File: config.mk
export PLATFORM = sky130hd
export DESIGN_NAME = keychain_frame_assembler
export DESIGN_NICKNAME = d
export VERILOG_FILES = /design/src/rtl/keychain_frame_assembler.sv
export SDC_FILE = /design/constraint.sdc
export NUM_CORES = 1
export LEC_CHECK = 0
export CORE_ASPECT_RATIO = 1.5
export CORE_MARGIN = 2
export CORE_UTILIZATION = 50
export CTS_BUF_LIST = sky130_fd_sc_hd__clkbuf_16
export CTS_CLUSTER_DIAMETER = 50
export DETAILED_ROUTE_END_ITERATION = 8
export MAX_ROUTING_LAYER = met4
export PLACE_DENSITY = 0.75
export SLEW_MARGIN = 10
export SYNTH_ARGS = -nofsm -noshare
export SYNTH_HDL_FRONTEND = slang
export SYNTH_SLANG_ARGS = --single-unit
File: constraint.sdc
create_clock -name clk_in -period 2 [get_ports clk_in]
set_clock_uncertainty 0.1 [all_clocks]
set_input_delay 0.4 -clock clk_in [delete_from_list [all_inputs] [get_ports clk_in]]
set_output_delay 0.4 -clock clk_in [all_outputs]
set_load 0.01 [all_outputs]
File: src/rtl/keychain_frame_assembler.sv
// Frames a UART byte stream (SOF, mode, key, msg, XOR checksum) into wide key/message buses.
// Frame valid rises one clock after the checksum byte and holds until ready; bytes arriving while it is held are dropped and flagged as overrun.
module keychain_frame_assembler #(
  parameter int          KEY_BYTES      = 2,
  parameter int          MSG_BYTES      = 1,
  parameter logic [7:0]  SOF_BYTE       = 8'hA5,
  parameter int          TIMEOUT_CYCLES = 100_000
) (
  input  logic                   clk_in,
  input  logic                   rst_n_in,
  input  logic                   byte_valid_in,
  input  logic [7:0]             byte_in,
  input  logic                   frame_ready_in,
  output logic                   frame_valid_out,
  output logic                   mode_out,
  output logic [8*KEY_BYTES-1:0] key_out,
  output logic [8*MSG_BYTES-1:0] msg_out,
  output logic                   err_valid_out,
  output logic [1:0]             err_code_out,
  output logic                   overrun_out
);

  localparam int KW      = 8 * KEY_BYTES;
  localparam int MW      = 8 * MSG_BYTES;
  localparam int IDX_MAX = (KEY_BYTES > MSG_BYTES) ? KEY_BYTES : MSG_BYTES;
  localparam int IW      = $clog2(IDX_MAX + 1);
  localparam int TW      = $clog2(TIMEOUT_CYCLES);

  localparam logic [IW-1:0] KEY_LAST = IW'(KEY_BYTES - 1);
  localparam logic [IW-1:0] MSG_LAST = IW'(MSG_BYTES - 1);
  localparam logic [TW-1:0] TMO_LAST = TW'(TIMEOUT_CYCLES - 1);

  localparam logic [1:0] ERR_CSUM = 2'd1;
  localparam logic [1:0] ERR_TMO  = 2'd2;
  localparam logic [1:0] ERR_MODE = 2'd3;

  typedef enum logic [2:0] {
    S_IDLE,
    S_MODE,
    S_KEY,
    S_MSG,
    S_CSUM,
    S_HOLD
  } state_t;

  state_t        r_state;
  state_t        w_state_nxt;

  logic          r_mode_sh;
  logic [KW-1:0] r_key_sh;
  logic [MW-1:0] r_msg_sh;
  logic [7:0]    r_csum;
  logic [IW-1:0] r_idx;
  logic [TW-1:0] r_tmo;

  logic          r_frame_vld;
  logic          r_mode;
  logic [KW-1:0] r_key;
  logic [MW-1:0] r_msg;
  logic          r_err_vld;
  logic [1:0]    r_err_code;
  logic          r_overrun;

  logic          w_active;
  logic          w_tmo_exp;
  logic          w_err_fire;
  logic [1:0]    w_err_code;
  logic          w_load_mode;
  logic          w_shift_key;
  logic          w_shift_msg;
  logic          w_idx_wrap;
  logic          w_commit;
  logic          w_xfer;
  logic          w_ovr_set;

  assign w_active  = (r_state == S_MODE) || (r_state == S_KEY) ||
                     (r_state == S_MSG)  || (r_state == S_CSUM);
  // A byte in the expiry cycle wins over the timeout.
  assign w_tmo_exp = w_active && !byte_valid_in && (r_tmo == TMO_LAST);

  always_ff @(posedge clk_in or negedge rst_n_in) begin
    if (!rst_n_in) begin
      r_state <= S_IDLE;
    end else begin
      r_state <= w_state_nxt;
    end
  end

  always_comb begin
    w_state_nxt = r_state;
    w_err_fire  = 1'b0;
    w_err_code  = 2'd0;
    w_load_mode = 1'b0;
    w_shift_key = 1'b0;
    w_shift_msg = 1'b0;
    w_idx_wrap  = 1'b0;
    w_commit    = 1'b0;
    w_xfer      = 1'b0;
    w_ovr_set   = 1'b0;
    case (r_state)
      S_IDLE: begin
        if (byte_valid_in && (byte_in == SOF_BYTE)) begin
          w_state_nxt = S_MODE;
        end
      end
      S_MODE: begin
        if (byte_valid_in) begin
          if (byte_in <= 8'd1) begin
            w_load_mode = 1'b1;
            w_state_nxt = S_KEY;
          end else begin
            w_err_fire  = 1'b1;
            w_err_code  = ERR_MODE;
            w_state_nxt = S_IDLE;
          end
        end
      end
      S_KEY: begin
        if (byte_valid_in) begin
          w_shift_key = 1'b1;
          if (r_idx == KEY_LAST) begin
            w_idx_wrap  = 1'b1;
            w_state_nxt = S_MSG;
          end
        end
      end
      S_MSG: begin
        if (byte_valid_in) begin
          w_shift_msg = 1'b1;
          if (r_idx == MSG_LAST) begin
            w_idx_wrap  = 1'b1;
            w_state_nxt = S_CSUM;
          end
        end
      end
      S_CSUM: begin
        if (byte_valid_in) begin
          if (byte_in == r_csum) begin
            w_commit    = 1'b1;
            w_state_nxt = S_HOLD;
          end else begin
            w_err_fire  = 1'b1;
            w_err_code  = ERR_CSUM;
            w_state_nxt = S_IDLE;
          end
        end
      end
      S_HOLD: begin
        // Bytes here are never parsed, not even a SOF.
        w_ovr_set = byte_valid_in;
        if (r_frame_vld && frame_ready_in) begin
          w_xfer      = 1'b1;
          w_state_nxt = S_IDLE;
        end
      end
      default: begin
        w_state_nxt = S_IDLE;
      end
    endcase
    if (w_tmo_exp) begin
      w_err_fire  = 1'b1;
      w_err_code  = ERR_TMO;
      w_state_nxt = S_IDLE;
    end
  end

  always_ff @(posedge clk_in or negedge rst_n_in) begin
    if (!rst_n_in) begin
      r_mode_sh <= 1'b0;
      r_key_sh  <= '0;
      r_msg_sh  <= '0;
      r_csum    <= 8'd0;
      r_idx     <= '0;
      r_tmo     <= '0;
    end else begin
      if (w_load_mode) begin
        r_mode_sh <= byte_in[0];
        r_csum    <= byte_in;
      end else if (w_shift_key || w_shift_msg) begin
        r_csum    <= r_csum ^ byte_in;
      end
      if (w_shift_key) begin
        r_key_sh <= (r_key_sh << 8) | KW'(byte_in);
      end
      if (w_shift_msg) begin
        r_msg_sh <= (r_msg_sh << 8) | MW'(byte_in);
      end
      if (w_load_mode || w_idx_wrap) begin
        r_idx <= '0;
      end else if (w_shift_key || w_shift_msg) begin
        r_idx <= r_idx + IW'(1);
      end
      if (w_active && !byte_valid_in && !w_tmo_exp) begin
        r_tmo <= r_tmo + TW'(1);
      end else begin
        r_tmo <= '0;
      end
    end
  end

  // Visible outputs only move on a good checksum, so errors leave the previous frame intact.
  always_ff @(posedge clk_in or negedge rst_n_in) begin
    if (!rst_n_in) begin
      r_frame_vld <= 1'b0;
      r_mode      <= 1'b0;
      r_key       <= '0;
      r_msg       <= '0;
      r_err_vld   <= 1'b0;
      r_err_code  <= 2'd0;
      r_overrun   <= 1'b0;
    end else begin
      if (w_commit) begin
        r_frame_vld <= 1'b1;
        r_mode      <= r_mode_sh;
        r_key       <= r_key_sh;
        r_msg       <= r_msg_sh;
      end else if (w_xfer) begin
        r_frame_vld <= 1'b0;
      end
      r_err_vld <= w_err_fire;
      if (w_err_fire) begin
        r_err_code <= w_err_code;
      end
      if (w_ovr_set) begin
        r_overrun <= 1'b1;
      end
    end
  end

  assign frame_valid_out = r_frame_vld;
  assign mode_out        = r_mode;
  assign key_out         = r_key;
  assign msg_out         = r_msg;
  assign err_valid_out   = r_err_vld;
  assign err_code_out    = r_err_code;
  assign overrun_out     = r_overrun;

endmodule

==> results of run 1 <==
==> cells by family after synthesis <==
| family | after synthesis | share of synthesized area |
|---|---|---|
| compound gates | 39 | 0.0604 |
| fa+ha+maj | 3 | 0.00991 |
| buf+inv | 19 | 0.0258 |
| mux | 51 | 0.152 |
| simple gates | 98 | 0.137 |
| flops | 85 | 0.561 |
| xor+xnor | 23 | 0.0532 |
==> cell usage after synthesis (2+ instances only) <==
| library cell | instances | area (um2) |
|---|---|---|
| dfrtp_1 | 85 | 2130 |
| mux2_2 | 49 | 552 |
| nor2_1 | 29 | 109 |
| a21oi_1 | 18 | 90.1 |
| xnor2_1 | 16 | 140 |
| nand3_1 | 15 | 75.1 |
| nand2_1 | 14 | 52.6 |
| o21ai_0 | 10 | 50.1 |
| inv_1 | 8 | 30.0 |
| nand4_1 | 7 | 43.8 |
| xor2_1 | 7 | 61.3 |
| buf_2 | 6 | 30.0 |
| or3_1 | 6 | 37.5 |
| and3_1 | 4 | 25.0 |
| nor3_1 | 4 | 20.0 |
| and4_1 | 3 | 26.3 |
| clkbuf_1 | 3 | 11.3 |
| ha_1 | 3 | 37.5 |
| a31oi_1 | 2 | 12.5 |
| nand2b_1 | 2 | 12.5 |
| nand3b_1 | 2 | 15.0 |
| nor4_1 | 2 | 12.5 |
| nor4b_1 | 2 | 17.5 |
==> sequential cells by signal, indices dropped and copies added (netlist names) <==
| signal | cells |
|---|---|
| err_code_out | 2 |
| r_msg_sh | 8 |
| r_state | 3 |
| msg_out | 8 |
| r_idx | 2 |
| r_mode_sh | 1 |
| frame_valid_out | 1 |
| r_csum | 8 |
| key_out | 16 |
| overrun_out | 1 |
| r_key_sh | 16 |
| r_tmo | 17 |
| err_valid_out | 1 |
| mode_out | 1 |
==> power groups by stage <==
| stage | logic, W | registers (W) | clock network [W] |
|---|---|---|---|
| after floorplan | 0.000602 | 0.00223 | 0 |
| after global placement | 0.000864 | 0.00227 | 0 |
| after detailed placement | 0.000900 | 0.00228 | 0 |
| after CTS | 0.000910 | 0.00226 | 0.00186 |
| after global routing | 0.00102 | 0.00231 | 0.00192 |
| final | 0.000922 | 0.00227 | 0.00183 |
==> cell type report <==
| class | count | area [um2] | share of cell area |
|---|---|---|---|
| flip-flops and latches | 85 | 2130 | 0.422 |
| repair buffers | 87 | 796 | 0.158 |
| clock buffers | 9 | 225 | 0.0447 |
| multi-input cells | 214 | 1630 | 0.324 |
| inverters | 8 | 30.0 | 0.00596 |
| clock inverters | 7 | 103 | 0.0204 |
| well taps | 100 | 125 | 0.0248 |
==> tightest hold or removal path, delay by kind of cell <==
kind / cells / cell delay, ns
buf+inv: 2 / 0.20
mux: 1 / 0.14
==> timing repair <==
| item | CTS | global route |
|---|---|---|
| gates resized for setup | 15 | 22 |
| setup endpoints to repair | 36 | 71 |
| endpoints found under the hold margin | 25 | 0 |
| hold buffers | 1 | 0 |
| setup buffers | 4 | 1 |
| pin swaps | 1 | 1 |
==> metal layers <==
layer	global-route usage	vias to the layer above	wire (um)
li1	-	1305	-
met1	0.250	1356	3250
met2	0.352	55	4250
met3	0.0474	18	272
met4	0.0940	0	225
met5	-	-	0
==> through the flow <==
step	worst slack (ns)	util
5_1_grt	-0.00489	0.693
3_5_place_dp	-0.673	0.635
4_1_cts	0.00406	0.686
3_3_place_gp	-0.582	0.635
6_report	0.0962	0.693
2_1_floorplan	-0.0342	-
==> path summary, 6_finish.rpt <==
kind / startpoint / endpoint / depth (start not counted)
min in group asynchronous: rst_n_in / r_tmo[10] / 2
setup reg to reg: r_tmo[6] / r_tmo[7] / 6
hold / removal: byte_in[6] / r_msg_sh[6] / 3
setup / recovery: r_tmo[6] / r_tmo[7] / 6
hold reg to reg: overrun_out / overrun_out / 1
max in group asynchronous: rst_n_in / frame_valid_out / 3
==> impl_metrics.py, run 1 <==
metrics = {
    "outcome": {
        "status": "completed",
    },
    "floorplan": {
        "die_w_um": 75.1,
        "placementRows": 38,
        "fp.coreArea_um2": 7270,
        "io_pins": 42,
        "start_util": 0.521,
        "die_area_um2": 8310,
        "chipHeight_um": 111,
    },
    "layout": {
        "finalInstanceArea_um2": 5040,
        "diodes": 0,
        "final_cells": 510,
        "layout.nets": 420,
        "final_common_cell": "dfrtp_1",
        "nFillCells": 499,
        "area.growth.synth_to_final_pct": 33.0,
        "final_cell_mix": "dfrtp_1 (83), mux2_2 (49), buf_4 (41)",
        "drive_gt1_frac": 0.329,
    },
    "pwr": {
        "fin_total_pwr_w": 0.00502,
        "peakVddDrop_uv": 700,
        "power.share.switching": 0.268,
        "p_leak_nw": 2.26,
        "p_int_w": 0.00368,
        "pwr-share-comb": 0.184,
        "power_density_nw_per_um2": 996,
        "p_switching_w": 0.00134,
        "pwr-share-clk": 0.365,
        "seq_power_share": 0.451,
    },
    "sta": {
        "holdWs_ns": 0.331,
        "tns_ns": 0,
        "relSlewSlack": 0.691,
        "period_share": 0.952,
        "tightest_slew_ns": 0.458,
        "hold_viol_final": 0,
        "fmax_mhz": 525,
        "finalSetupViolations": 0,
        "post-route-min-period_ns": 1.90,
        "maxSlewViolCount": 0,
    },
    "setup_path": {
        "cp.arrival_ns": 2.03,
        "crit_family": "simple AND/OR/NAND/NOR gates",
        "path_buf_inv": 1,
        "worstPathMaxFanout": 8,
        "endpoint_kind": "register",
        "path_cells": "nor4b_1 > nand2_1 > or3_4 > nand2_1 > buf_4 > nor2_1",
        "path_class": "register to register",
        "critPathLaunchType": "register",
        "r2r_slack_ns": 0.1,
        "required_ns": 2.13,
        "cpPeakStageDelay_ns": 0.46,
        "critPathMostFrequentCell": "nand2_1",
        "cp_slowest_cell": "nor4b_1",
    },
    "placed_design": {
        "hpwlAfterDp_mm": 5.60,
        "gp_congestion": 0.949,
        "dp_cells": 488,
        "dpl_cell_area_um2": 4620,
        "io_buffers": 41,
    },
    "min_path": {
        "hold_class": "primary input to register",
    },
    "clock_network": {
        "cts_tree": "done",
        "cts_made_buffers": 9,
        "clk_pin_slew_ns": 0.07,
        "cts.path.max_buffers": 2,
        "clk_latency_ns": 0.34,
        "htree_levels": 3,
        "clkSinkCount": 85,
        "root_buffer": "clkbuf_16",
    },
    "job": {
        "drv_cap": 0,
    },
    "synth": {
        "syn-cell-area_um2": 3790,
        "syn_area_per_cell_um2": 11.9,
        "ys_ff_latch": 85,
        "ys.warnings.count": 0,
        "synth_cells": 318,
        "async_flop_share": 1.00,
        "syn_nets": 333,
        "ys_seq_area_frac": 0.561,
        "synthFlopType": "dfrtp_1",
        "post_synth_num_cell_types": 44,
        "synth_edf_count": 0,
    },
    "global_routing": {
        "grt_pass1_wl_mm": 13.3,
        "grt_antenna_before_repair": 0,
        "grt_pass1_vias": 2805,
        "overflow": 0,
        "groute.usage.overall": 0.216,
        "grt_start_max_net_pins": 44,
    },
    "routing": {
        "post_drt_wl_per_cell_um": 15.7,
        "drc": 0,
        "drtIter0Drc": 143,
        "vias": 2734,
        "wirelength_mm": 8.00,
        "ant_nets": 0,
        "vias_per_cell": 5.36,
        "drt-pass1-iter-count": 4,
    },
}
Note: power is estimated with default switching activity, not from simulation.
==> run 2, diff against run 1 <==
CTS_BUF_LIST = default   (was sky130_fd_sc_hd__clkbuf_16)
REMOVE_ABC_BUFFERS = 1   (was default)
==> impl_metrics.py, run 2 (synthesis results as in run 1) <==
metrics = {
    "global_routing": {
        "grt_start_max_net_pins": 39,
        "overflow": 0,
        "grt_pass1_vias": 2915,
        "groute.usage.overall": 0.220,
        "grt_antenna_before_repair": 0,
        "grt_pass1_wl_mm": 13.6,
    },
    "setup_path": {
        "required_ns": 2.14,
        "path_class": "primary input to register",
        "cp-startpoint": "byte_in[1]",
        "critPathLaunchType": "primary input",
        "r2r-start": "r_state[2]",
        "worstPathMaxFanout": 7,
        "r2r_slack_ns": 0.09,
        "endpoint_kind": "register",
        "cp.arrival_ns": 2.10,
    },
    "routing": {
        "drc": 0,
        "wl_met3_um": 299,
        "wirelength_mm": 7.99,
        "highest_layer": "met4",
        "post_drt_wl_per_cell_um": 15.5,
        "vias": 2769,
        "met2_length_mm": 4.28,
        "wl_met1_mm": 3.21,
        "drt-pass1-iter-count": 4,
        "drtIter0Drc": 105,
        "ant_nets": 0,
        "vias_per_cell": 5.37,
    },
    "layout": {
        "nFillCells": 529,
        "diodes": 0,
        "multi_input_area_um2": 1610,
        "area.growth.synth_to_final_pct": 31.1,
        "final_common_cell": "dfrtp_1",
        "regArea_um2": 2130,
        "drive_gt1_frac": 0.322,
        "fin_util": 0.683,
        "regMostFlops": "r_tmo",
        "layout.nets": 426,
        "final_cells": 516,
        "largest_register_ffs": 17,
        "final_cell_mix": "dfrtp_1 (84), mux2_2 (49), buf_4 (46)",
    },
    "pwr": {
        "p_leak_nw": 2.25,
        "p_switching_w": 0.00125,
        "pwr-share-clk": 0.296,
        "pwr-share-comb": 0.205,
        "power_density_nw_per_um2": 911,
        "peakVddDrop_uv": 704,
        "power.share.switching": 0.275,
        "seq_power_share": 0.500,
        "p_int_w": 0.00328,
    },
    "clock_network": {
        "cts_made_buffers": 9,
        "cts_tree": "done",
        "clk_latency_ns": 0.35,
        "clk_pin_slew_ns": 0.09,
        "htree_levels": 3,
        "root_buffer": "clkbuf_8",
        "clkSinkCount": 85,
        "cts.path.max_buffers": 2,
    },
    "floorplan": {
        "fp.coreArea_um2": 7270,
        "io_pins": 42,
        "die_w_um": 75.1,
        "chipHeight_um": 111,
        "start_util": 0.521,
        "placementRows": 38,
        "die_area_um2": 8310,
    },
    "job": {
        "drv_cap": 0,
    },
    "outcome": {
        "status": "completed",
    },
    "min_path": {
        "hold_class": "primary input to register",
        "hold_path_startpoint": "byte_in[1]",
    },
    "sta": {
        "fmax_mhz": 511,
        "period_share": 0.979,
        "setup_slack_ns": 0.0419,
        "post-route-min-period_ns": 1.96,
        "finalSetupViolations": 0,
        "relSlewSlack": 0.695,
        "tightest_slew_ns": 0.455,
        "hold_viol_final": 0,
        "maxSlewViolCount": 0,
    },
    "placed_design": {
        "io_buffers": 41,
        "hpwlAfterDp_mm": 5.49,
        "dp_cells": 489,
        "dp_slack_ns": -0.681,
        "gp_congestion": 0.813,
    },
}
run 2: worst paths after layout:
kind,cells past startpoint,to
min,3,r_msg_sh[1]
min in group asynchronous,2,r_key_sh[3]
max in group asynchronous,3,r_mode_sh
max,6,r_mode_sh
max reg2reg,6,r_state[2]
min reg2reg,1,r_tmo[0]
run 2: final cells by class:
class	instances	area share
Sequential cell	85	0.428
Timing Repair Buffer	93	0.171
Clock inverter	7	0.0196
Inverter	8	0.00604
Tap cell	100	0.0252
Clock buffer	9	0.0249
Multi-Input combinational cell	214	0.325
run 2: power groups by stage:
stage	combinational (W)	sequential (W)	clock (W)
after floorplan	0.000563	0.00224	0
after global placement	0.000881	0.00227	0
after detailed placement	0.000916	0.00229	0
after CTS	0.000925	0.00226	0.00137
after global routing	0.00103	0.00230	0.00145
final	0.000927	0.00226	0.00134
run 2: what timing repair did:
action                                  4_1_cts  5_1_grt
resized for setup                            12       19
endpoints found under the hold margin        31        0
setup buffers                                 9        1
hold buffers                                  1        0
pin swaps                                     1        4
endpoints found under the setup margin       36       48
run 2: per-layer routing:
metal  GRT usage  up-vias
met5           -        -
met4      0.0905        0
met3      0.0547       14
met2       0.360       65
met1       0.252     1380
li1            -     1310
run 2: per-stage QoR:
stage | hold slack [ns] | cell area, um2 | setup TNS [ns] | total power, W
2_1_floorplan | 0.00441 | 3720 | -5.95 | 0.00281
3_3_place_gp | 0.268 | 4610 | -20.71 | 0.00315
3_5_place_dp | 0.272 | 4610 | -24.38 | 0.00321
4_1_cts | 0.397 | 4930 | 0 | 0.00455
5_1_grt | 0.340 | 4970 | -0.0909 | 0.00479
6_report | 0.349 | 4970 | 0 | 0.00453
run 2: worst max-delay path: stages:
cell and delay [ns]:
buf_4 0.12, nor4_4 0.33, nor4b_4 0.29, or4b_4 0.51
buf_6 0.15, mux2_4 0.29
==> run 3, diff against run 2 <==
CORE_UTILIZATION = 45   (was 50)
PLACE_DENSITY = 0.69   (was 0.75)
==> impl_metrics.py, run 3 (synthesis results as in run 1) <==
metrics = {
    "sta": {
        "maxSlewViolCount": 0,
        "hold_viol_final": 0,
        "setup_slack_ns": 0.0761,
        "fmax_mhz": 520,
        "period_share": 0.962,
        "post-route-min-period_ns": 1.92,
        "tightest_slew_ns": 0.430,
        "holdWs_ns": 0.381,
        "relSlewSlack": 0.713,
        "finalSetupViolations": 0,
    },
    "layout": {
        "diodes": 0,
        "layout.nets": 429,
        "final_common_cell": "dfrtp_1",
        "area.growth.synth_to_final_pct": 35.4,
        "finalInstanceArea_um2": 5130,
        "regMostFlops": "r_tmo",
        "final_cell_mix": "dfrtp_1 (84), mux2_2 (49), buf_4 (48)",
        "largest_register_ffs": 17,
        "fin_util": 0.617,
        "final_cells": 526,
        "drive_gt1_frac": 0.346,
    },
    "setup_path": {
        "required_ns": 2.13,
        "worstPathMaxFanout": 2,
        "critPathLaunchType": "primary input",
        "cp.arrival_ns": 2.05,
        "endpoint_kind": "register",
        "path_class": "primary input to register",
    },
    "placed_design": {
        "dpl_cell_area_um2": 4650,
        "io_buffers": 41,
        "gp_congestion": 0.905,
        "dp_slack_ns": -0.658,
        "hpwlAfterDp_mm": 5.66,
        "dp_cells": 500,
    },
    "global_routing": {
        "grt_pass1_wl_mm": 14.0,
        "groute.usage.overall": 0.205,
        "grt_pass1_vias": 2943,
        "grt_start_max_net_pins": 32,
        "overflow": 0,
        "grt_antenna_before_repair": 0,
    },
    "routing": {
        "drtIter0Drc": 96,
        "vias_per_cell": 5.29,
        "wirelength_mm": 8.39,
        "drc": 0,
        "vias": 2781,
        "ant_nets": 0,
        "drt-pass1-iter-count": 4,
        "post_drt_wl_per_cell_um": 16.0,
    },
    "floorplan": {
        "die_area_um2": 9190,
        "placementRows": 41,
        "fp.coreArea_um2": 8310,
        "die_w_um": 78.9,
        "io_pins": 42,
        "chipHeight_um": 116,
        "start_util": 0.456,
    },
    "min_path": {
        "hold_class": "primary input to register",
    },
    "clock_network": {
        "cts_made_buffers": 9,
        "clk_pin_slew_ns": 0.06,
        "cts_tree": "done",
        "root_buffer": "clkbuf_16",
        "clkSinkCount": 85,
        "clk_latency_ns": 0.34,
        "cts.path.max_buffers": 2,
        "htree_levels": 3,
    },
    "job": {
        "drv_cap": 0,
    },
    "pwr": {
        "power_density_nw_per_um2": 968,
        "peakVddDrop_uv": 872,
        "p_leak_nw": 2.33,
    },
    "outcome": {
        "status": "completed",
    },
}
==> run 3: layout make-up <==
type / instances / area, um2
fill: 673 / 3180
clock buffer: 10 / 239
timing repair buffer: 96 / 872
tap: 107 / 134
inverter: 8 / 30.0
multi-input combinational: 214 / 1650
clock inverter: 6 / 76.3
sequential: 85 / 2130
==> run 3: where the power goes <==
group | internal (W) | switching, W | leakage (nW)
Clock | 0.00102 | 0.000726 | 0.156
Sequential | 0.00205 | 0.000231 | 1.13
Combinational | 0.000532 | 0.000405 | 1.05
==> run 3: metrics by stage <==
stage | setup TNS, ns | total power (W)
after floorplan | -5.95 | 0.00281
after global placement | -22.89 | 0.00316
after detailed placement | -24.70 | 0.00321
after CTS | 0 | 0.00500
after global routing | -0.0191 | 0.00522
final | 0 | 0.00497
==> run 3: final timing paths <==
check	from	endpoint	slack (ns)	cells after the start
min reg2reg	r_tmo[0]	r_tmo[0]	0.39	1
max in group asynchronous	rst_n_in	overrun_out	0.85	3
min	byte_valid_in	overrun_out	0.38	2
min in group asynchronous	rst_n_in	r_tmo[4]	0.44	2
max reg2reg	r_state[2]	r_key_sh[10]	0.10	5
max	byte_in[6]	r_state[0]	0.08	12
==> run 3: timing repair <==
action                     in CTS  in global routing
cloned                          1                  0
gates resized for setup        15                 21
hold endpoints to repair       29                  0
hold buffers                    1                  0
setup endpoints to repair      42                 62
setup buffers                   7                  1
pin swaps                       1                  3
==> run 3: critical path: stages <==
cell	delay [ns]
dlygate4sd2_1	0.26
nor4_4	0.05
buf_4	0.13
buf_4	0.12
buf_4	0.12
buf_4	0.12
buf_4	0.12
buf_4	0.12
buf_4	0.12
a31oi_2	0.18
nor2_1	0.07
a31o_2	0.23
==> run 3: per-layer routing <==
| metal | vias to the layer above | track usage | wire length [um] |
|---|---|---|---|
| met4 | 0 | 0.113 | 329 |
| met5 | - | - | 0 |
| met1 | 1386 | 0.221 | 3370 |
| met3 | 23 | 0.0332 | 219 |
| li1 | 1317 | - | - |
| met2 | 55 | 0.360 | 4470 |
